--- src/rtl/cache_pkg.sv ---
// Shared definitions for the cache miss-fill engine.
// Contents: FSM state encoding, block geometry constants and the block-alignment mask.
package cache_pkg;

  typedef enum logic {
    StIdle = 1'b0,
    StFill = 1'b1
  } fill_state_e;

  localparam int unsigned BLOCK_WORDS   = 8;
  localparam int unsigned BLOCK_BYTES   = 16;
  localparam int unsigned OFFSET_BITS   = 4;
  localparam int unsigned WORD_SEL_BITS = 3;
  localparam logic [15:0] BLOCK_MASK    = 16'hFFF0;

endpackage

--- src/rtl/fill_counter.sv ---
// Small up-counter used for the issue and receive sides of a block fill.
// Ports:
//   clk      - system clock, rising edge
//   clear    - synchronous clear (wins over enable)
//   enable   - count up by one this cycle
//   count    - current count
//   terminal - high while count equals TERMINAL
module fill_counter #(
  parameter int unsigned WIDTH    = 4,
  parameter int unsigned TERMINAL = 8
) (
  input  logic             clk,
  input  logic             clear,
  input  logic             enable,
  output logic [WIDTH-1:0] count,
  output logic             terminal
);

  logic [WIDTH-1:0] count_q;

  always_ff @(posedge clk) begin
    if (clear) begin
      count_q <= '0;
    end else if (enable) begin
      count_q <= count_q + 1'b1;
    end
  end

  assign count    = count_q;
  assign terminal = (count_q == WIDTH'(TERMINAL));

endmodule

--- src/rtl/cache_fill_fsm.sv ---
// Miss-handling engine: on a cache miss, fetches the whole block from pipelined memory,
// writes each returned word into the data array and writes the tag with the last word.
// Ports:
//   clk, rst                     - clock and synchronous active-high reset
//   miss_detected, miss_address  - miss request from the cache (byte address)
//   fsm_busy                     - fill in progress (also high in the accepting cycle)
//   mem_read, memory_address     - one read strobe per issued word address
//   memory_data_valid/_data      - returned words, in issue order
//   write_data_array, cache_word_sel, cache_data - data array write port
//   write_tag_array              - tag/valid write, pulsed with the last word
// Optional build macro CACHE_FILL_PERF_EN adds saturating miss_count and fill_cycles outputs.
module cache_fill_fsm #(
  parameter int unsigned AWIDTH      = 16,
  parameter int unsigned DWIDTH      = 16,
  parameter int unsigned BLOCK_WORDS = 8
) (
  input  logic                           clk,
  input  logic                           rst,
  input  logic                           miss_detected,
  input  logic [AWIDTH-1:0]              miss_address,
  output logic                           fsm_busy,
  output logic                           mem_read,
  output logic [AWIDTH-1:0]              memory_address,
  input  logic                           memory_data_valid,
  input  logic [DWIDTH-1:0]              memory_data,
  output logic                           write_data_array,
  output logic                           write_tag_array,
  output logic [$clog2(BLOCK_WORDS)-1:0] cache_word_sel,
  output logic [DWIDTH-1:0]              cache_data
`ifdef CACHE_FILL_PERF_EN
  ,
  output logic [15:0]                    miss_count,
  output logic [15:0]                    fill_cycles
`endif
);

  import cache_pkg::*;

  localparam int unsigned SEL_W = $clog2(BLOCK_WORDS);
  // Byte offset inside a block: word select plus the byte-in-word bit.
  localparam int unsigned OFF_W = SEL_W + 1;

  fill_state_e       state;
  logic [AWIDTH-1:0] base;
  logic [SEL_W:0]    issue_cnt;
  logic [SEL_W:0]    recv_cnt;
  logic              issue_done;
  logic              recv_last;
  logic              in_fill;
  logic              accept;
  logic              last_word;
  logic              cnt_clear;
  logic [SEL_W-1:0]  issue_sel;

  assign in_fill   = (state == StFill);
  assign accept    = (state == StIdle) && miss_detected;
  assign last_word = in_fill && memory_data_valid && recv_last;
  // Counters sit at zero whenever idle, so an accepted miss always starts from zero.
  assign cnt_clear = rst || !in_fill;

  fill_counter #(
    .WIDTH    (SEL_W + 1),
    .TERMINAL (BLOCK_WORDS)
  ) u_issue_cnt (
    .clk      (clk),
    .clear    (cnt_clear),
    .enable   (in_fill && !issue_done),
    .count    (issue_cnt),
    .terminal (issue_done)
  );

  fill_counter #(
    .WIDTH    (SEL_W + 1),
    .TERMINAL (BLOCK_WORDS - 1)
  ) u_recv_cnt (
    .clk      (clk),
    .clear    (cnt_clear),
    .enable   (in_fill && memory_data_valid),
    .count    (recv_cnt),
    .terminal (recv_last)
  );

  always_ff @(posedge clk) begin
    if (rst) begin
      state <= StIdle;
      base  <= '0;
    end else begin
      unique case (state)
        StIdle: begin
          if (miss_detected) begin
            state <= StFill;
            base  <= {miss_address[AWIDTH-1:OFF_W], {OFF_W{1'b0}}};
          end
        end
        StFill: begin
          // Misses seen during a fill are dropped; the cache re-asserts them afterwards.
          if (last_word) begin
            state <= StIdle;
          end
        end
        default: state <= StIdle;
      endcase
    end
  end

  // After the last issue the address holds the final word of the block.
  assign issue_sel = issue_done ? {SEL_W{1'b1}} : SEL_W'(issue_cnt);

  always_comb begin
    fsm_busy         = in_fill || accept;
    mem_read         = in_fill && !issue_done;
    memory_address   = '0;
    if (in_fill) begin
      memory_address = base + (AWIDTH'(issue_sel) << 1);
    end
    write_data_array = in_fill && memory_data_valid;
    write_tag_array  = last_word;
    cache_word_sel   = write_data_array ? SEL_W'(recv_cnt) : '0;
    cache_data       = write_data_array ? memory_data : '0;
  end

`ifdef CACHE_FILL_PERF_EN
  always_ff @(posedge clk) begin
    if (rst) begin
      miss_count  <= '0;
      fill_cycles <= '0;
    end else begin
      if (accept && (miss_count != 16'hFFFF)) begin
        miss_count <= miss_count + 16'd1;
      end
      if (in_fill && (fill_cycles != 16'hFFFF)) begin
        fill_cycles <= fill_cycles + 16'd1;
      end
    end
  end
`endif

endmodule
--- config.mk ---
export PLATFORM = sky130hd
export DESIGN_NAME = cache_fill_fsm
export DESIGN_NICKNAME = d
export VERILOG_FILES = /design/src/rtl/cache_pkg.sv /design/src/rtl/fill_counter.sv /design/src/rtl/cache_fill_fsm.sv
export SDC_FILE = /design/constraint.sdc
export NUM_CORES = 1
export LEC_CHECK = 0
export ABC_AREA = 1
export CAP_MARGIN = 20
export CORE_MARGIN = 2
export CORE_UTILIZATION = 35
export CTS_CLUSTER_DIAMETER = 30
export CTS_CLUSTER_SIZE = 8
export DETAILED_ROUTE_END_ITERATION = 6
export PLACE_DENSITY = 0.77
export SLEW_MARGIN = 15
export SYNTH_ARGS = -nofsm -noshare
export SYNTH_HDL_FRONTEND = slang
export SYNTH_SLANG_ARGS = --single-unit
--- constraint.sdc ---
create_clock -name clk -period 3.4 [get_ports clk]
set_input_delay 0.68 -clock clk [delete_from_list [all_inputs] [get_ports clk]]
set_output_delay 0.68 -clock clk [all_outputs]
set_load 0.05 [all_outputs]
==> results of run 1 <==
cell families (layout without fill, tap and decap cells):
logic type | Yosys count | after routing | share of synthesized area
AND/OR/NAND/NOR | 83 | 83 | 0.321
buffers and inverters | 52 | 118 | 0.194
AO/OA/AOI/OAI | 22 | 22 | 0.0919
flip-flops | 21 | 21 | 0.351
adder cells (fa/ha/maj) | 3 | 3 | 0.0314
other | 1 | 1 | 0.00313
XOR/XNOR | 1 | 1 | 0.00732
cells in the mapped netlist:
library cell / n
ha_1: 3
nand3_2: 1
xnor2_1: 1
nor3_1: 1
nor2_2: 5
nor2_4: 1
o21ai_1: 5
dfxtp_1: 21
nor2_1: 44
nand3_1: 2
inv_2: 5
nand3_4: 1
a21oi_1: 8
o21ai_0: 9
nand2_1: 24
nand2_4: 1
buf_6: 4
conb_1: 1
inv_1: 39
buf_4: 1
nand4_1: 2
buf_2: 3
nor2_8: 1
cell type report:
cell class,instances,area (um2),area share
inverter,44,165,0.0874
tap,46,57.6,0.0305
clock buffer,4,26.3,0.0139
sequential,21,420,0.223
multi-input combinational,110,544,0.288
timing repair buffer,70,676,0.358
metrics by stage:
step | cell area, um2 | hold slack (ns) | utilization
5_1_grt | 1890 | 0.542 | 0.571
3_5_place_dp | 1860 | 0.489 | 0.563
6_report | 1890 | 0.513 | 0.571
4_1_cts | 1890 | 0.518 | 0.571
3_3_place_gp | 1860 | 0.478 | 0.563
2_1_floorplan | 1200 | 0.461 | -
worst min-delay path by stage:
stage	startpoint	endpoint	slack [ns]
after global placement	u_recv_cnt.count[1]	u_recv_cnt.count[1]	0.48
after detailed placement	base[5]	base[5]	0.49
after floorplan	base[10]	base[10]	0.46
after CTS	u_recv_cnt.count[1]	u_recv_cnt.count[1]	0.52
after global routing	base[8]	base[8]	0.54
final	base[5]	base[5]	0.51
tightest hold or removal path, stage by stage, from the launching register on:
cell and delay [ns]:
dfxtp_1 0.34, o21ai_1 0.07, nor2_1 0.07
power groups by stage:
stage	logic (mW)	clock network (mW)	registers, mW
floorplan	0.115	0	0.270
global placement	0.178	0	0.273
detailed placement	0.179	0	0.274
CTS	0.180	0.121	0.268
global route	0.192	0.135	0.270
finish	0.178	0.114	0.268
registers in the layout, indices dropped and copies added (netlist names):
register           flops
u_recv_cnt.count       4
in_fill                1
base                  12
u_issue_cnt.count      4
routing by layer:
metal	GRT usage	part of all wire	vias up
met4	0.0611	0.026	0
met2	0.249	0.47	28
met3	0.0342	0.035	6
li1	-	-	666
met5	0	0	-
met1	0.189	0.46	539
==> flow_summary.json, run 1 <==
{
  "maxSlewViolCount": 0,
  "finalHoldViolCount": 0,
  "reg2reg_depth": 5,
  "p_seq_frac": 0.479,
  "fill_cells": 348,
  "dp_slack_ns": 0.368,
  "synthTopCellsByArea": "dfxtp_1, nor2_1, inv_1",
  "cp.arrival_ns": 2.35,
  "fin_crit_sh": 0.891,
  "clkPwrFrac": 0.203,
  "grtUsageTotal": 0.151,
  "grt.overflow.total": 0,
  "vdd_drop_max_v": 0.000300,
  "rrSetupSlack_ns": 2.07,
  "design.core.area_mm2": 0.00331,
  "htreeDepth": 1,
  "yosysTopAreaCell": "dfxtp_1",
  "cts_hold_buf": 0,
  "finalCriticalPeriod_ns": 3.03,
  "clk_latency_ns": 0.29,
  "grt_pass1_wl_um": 4810,
  "firstDrtPassIters": 4,
  "worstHoldPathType": "flop to flop",
  "cts_resized": 0,
  "crit_required_ns": 2.72,
  "skew_ns": 0.00141,
  "layout-drive-gt1-share": 0.112,
  "place_congestion": 0.787,
  "grt_start_max_net_pins": 23,
  "drt_iter0_drc": 48,
  "ys_seq_area_frac": 0.351,
  "powerDensity_mw_per_mm2": 296,
  "clock-sinks": 21,
  "p_switching_mw": 0.183,
  "synth.avg_cell_area_um2": 6.54,
  "vias": 1239,
  "critPathMaxStageDelay_ns": 0.81,
  "cts_tree": "built",
  "yosys_warnings": 0,
  "wl_um": 2840,
  "rsz0062_at_grt": "no",
  "worstPathMaxFanout": 22,
  "timing.fmax_ghz": 0.330,
  "port_buffers": 69,
  "internal-power_mw": 0.377,
  "routedWlPerCell_um": 9.62,
  "diodes": 0,
  "power_frac_comb": 0.318,
  "r2r_end": "base[12]",
  "initial_core_util": 0.362,
  "rows": 21,
  "crit_start": "memory_data_valid",
  "die_y_um": 62.5,
  "worst_slack_ns": 0.369,
  "cts.path.max_buffers": 2,
  "sw_frac_of_total": 0.326,
  "ys_types": 23,
  "placed_cells": 291,
  "critPathBufInv": 2,
  "fin_nets": 289,
  "whs_path_depth": 2,
  "start_kind": "input port",
  "drc_errors": 0,
  "critPathKind": "input port to output pin",
  "synthCells": 183,
  "setup-violations-final": 0,
  "ant_nets": 0,
  "stdcell_count": 295,
  "grt_pass1_vias": 1090,
  "leakage_nw": 0.938,
  "r2r_start": "in_fill",
  "hpwl_um": 2270,
  "antenna_found_initial": 0,
  "cap_violations": 0,
  "crit_end": "cache_data[13]",
  "cts_setup_buffers": 0,
  "area_delta_synth_final_pct": 57.8,
  "die_w_um": 62.5,
  "crit_path_cell_trace": "clkdlybuf4s50_1 > nand2_4 > nor2_1 > clkdlybuf4s50_1",
  "clk_pin_slew_ns": 0.10,
  "ys_ff_latch": 21,
  "worst_slew_pin_slew_ns": 0.528,
  "crit_path_top_delay_cell": "clkdlybuf4s50_1",
  "synth_fp_nets": 222,
  "via_per_inst": 4.20,
  "cpLargestDelayFamily": "buffers and inverters",
  "layout_commonest_cell": "clkdlybuf4s50_1",
  "layout_common_cells": "clkdlybuf4s50_1, nor2_1, inv_1, nand2_1, dfxtp_1",
  "num_io_pins": 75,
  "cp_common_cell": "clkdlybuf4s50_1",
  "setup_tns_ns": 0,
  "total_power_mw": 0.560,
  "root_buffer": "clkbuf_4",
  "cts_made_buffers": 3,
  "cp.depth": 4,
  "slew_headroom": 0.647,
  "endpoint_kind": "output pin",
  "yosysTopAreaCellShare": 0.351,
  "syn_area_mm2": 0.00120,
  "status": "finished, final reports clean",
  "dieArea_mm2": 0.00391
}
Note: power is estimated with default switching activity, not from simulation.
==> run 2: changes to the inputs <==
CELL_PAD_IN_SITES_DETAIL_PLACEMENT = 0   (was unset)
CELL_PAD_IN_SITES_GLOBAL_PLACEMENT = 1   (was unset)
CORE_UTILIZATION = 25   (was 35)
PLACE_DENSITY = unset   (was 0.77)
PLACE_DENSITY_LB_ADDON = 0.1   (was unset)
==> run 2 against run 1 <==
Against the previous run:
- core utilization decreased by 16 points
- wire length is 6.7% higher
- total power rose by 10%
==> flow_summary.json, run 2 (same netlist as run 1, synthesis figures left out) <==
{
  "status": "finished, final reports clean",
  "cts_tree": "built",
  "critPathKind": "input port to output pin",
  "met3_usage": 0.0290,
  "maxSlewViolCount": 0,
  "fill_cells": 524,
  "rows": 25,
  "rsz0062_at_grt": "no",
  "largest-register": "base",
  "crit_path_top_delay_cell": "clkdlybuf4s50_1",
  "cts_resized": 0,
  "worst_slew_pin_slew_ns": 0.513,
  "start_kind": "input port",
  "clock-sinks": 21,
  "place_congestion": 0.707,
  "diodes": 0,
  "worst_slack_ns": 0.466,
  "slew_headroom": 0.657,
  "setup-violations-final": 0,
  "fin_crit_sh": 0.863,
  "firstDrtPassIters": 4,
  "worstHoldPathType": "flop to flop",
  "hpwl_um": 2350,
  "layout-drive-gt1-share": 0.152,
  "die_w_um": 73.2,
  "skew_ns": 0.00989,
  "leakage_nw": 0.964,
  "vias": 1240,
  "via_per_inst": 4.08,
  "die_y_um": 73.2,
  "finalHoldViolCount": 0,
  "grt_use_met1": 0.141,
  "timing.fmax_ghz": 0.341,
  "fin_nets": 290,
  "dieArea_mm2": 0.00536,
  "setup_tns_ns": 0,
  "powerDensity_mw_per_mm2": 323,
  "root_buffer": "clkbuf_8",
  "placed_cells": 300,
  "p_seq_frac": 0.435,
  "sw_frac_of_total": 0.329,
  "endpoint_kind": "output pin",
  "antenna_found_initial": 0,
  "cts.path.max_buffers": 2,
  "port_buffers": 69,
  "routedWlPerCell_um": 9.96,
  "drc_errors": 0,
  "initial_core_util": 0.257,
  "grt_start_max_net_pins": 14,
  "cp_common_cell": "clkdlybuf4s50_1",
  "grt_use_met2": 0.190,
  "area_delta_synth_final_pct": 59.5,
  "rrSetupSlack_ns": 2.06,
  "dp_slack_ns": 0.455,
  "finalCriticalPeriod_ns": 2.93,
  "clk_latency_ns": 0.26,
  "fin_area_mm2": 0.00191,
  "worstPathMaxFanout": 10,
  "largest_register_ffs": 12,
  "cts_hold_buf": 0,
  "ant_nets": 0,
  "design.core.area_mm2": 0.00466,
  "cp.arrival_ns": 2.25,
  "cts_made_buffers": 3,
  "crit_path_cell_trace": "clkdlybuf4s50_1 > nand2_4 > nor2_1 > clkdlybuf4s50_1",
  "cap_violations": 0,
  "place_area_mm2": 0.00186,
  "cts_setup_buffers": 0,
  "internal-power_mw": 0.414,
  "htreeDepth": 1,
  "critPathMaxStageDelay_ns": 0.80,
  "final_util": 0.410,
  "crit_required_ns": 2.72,
  "grt_pass1_wl_um": 4820,
  "stdcell_count": 304,
  "grt-busiest-layer": "met2",
  "layout_common_cells": "clkdlybuf4s50_1, nor2_1, inv_1, nand2_1, dfxtp_1",
  "clk_pin_slew_ns": 0.08,
  "fin_hold_ws_ns": 0.496,
  "p_switching_mw": 0.203,
  "grt.overflow.total": 0,
  "drt_iter0_drc": 19,
  "clkPwrFrac": 0.276,
  "vdd_drop_max_v": 0.000118,
  "num_io_pins": 75,
  "wl_um": 3030,
  "layout_commonest_cell": "clkdlybuf4s50_1",
  "grt_pass1_vias": 1143,
  "grtUsageTotal": 0.112,
  "power_frac_comb": 0.289,
  "total_power_mw": 0.617
}
[run 2: changes by cell type in the layout (fill, tap and decap cells not counted)]
cell | previous run | this run
buf_4 | 10 | 19
clkinvlp_4 | 0 | 1
clkbuf_8 | 0 | 3
clkdlybuf4s50_1 | 60 | 52
clkbuf_1 | 1 | 0
clkbuf_4 | 3 | 0
[run 2: path summary, 6_finish.rpt]
check                       from             endpoint  cells after the start
min reg2reg  u_recv_cnt.count[1]  u_recv_cnt.count[1]                      2
max reg2reg              in_fill              in_fill                      6
min          u_recv_cnt.count[1]  u_recv_cnt.count[1]                      2
max            memory_data_valid        cache_data[8]                      4
[run 2: power groups by stage]
stage	logic [mW]	registers (mW)	clock network [mW]
CTS	0.181	0.268	0.178
detailed placement	0.180	0.274	0
finish	0.178	0.268	0.170
global route	0.193	0.271	0.182
floorplan	0.115	0.270	0
global placement	0.181	0.274	0
[run 2: critical path: cells and delay by family]
family                 cells  cell delay [ns]
buffers and inverters      2             1.34
and+or+nand+nor            2             0.22
[run 2: final cells by class]
cell class	instances	area [um2]	share of cell area
multi-input combinational	110	544	0.285
clock inverter	1	7.51	0.00393
tap	54	67.6	0.0354
inverter	44	165	0.0865
clock buffer	3	41.3	0.0216
timing repair buffer	71	663	0.347
sequential	21	420	0.220
[run 2: routing by layer]
metal  part of all wire  wire (um)  vias to the layer above
met5                  0          0                        -
met4                  0          0                        0
met3               0.10        309                        0
met2               0.42       1280                       49
met1               0.48       1440                      520
li1                   -          -                      671
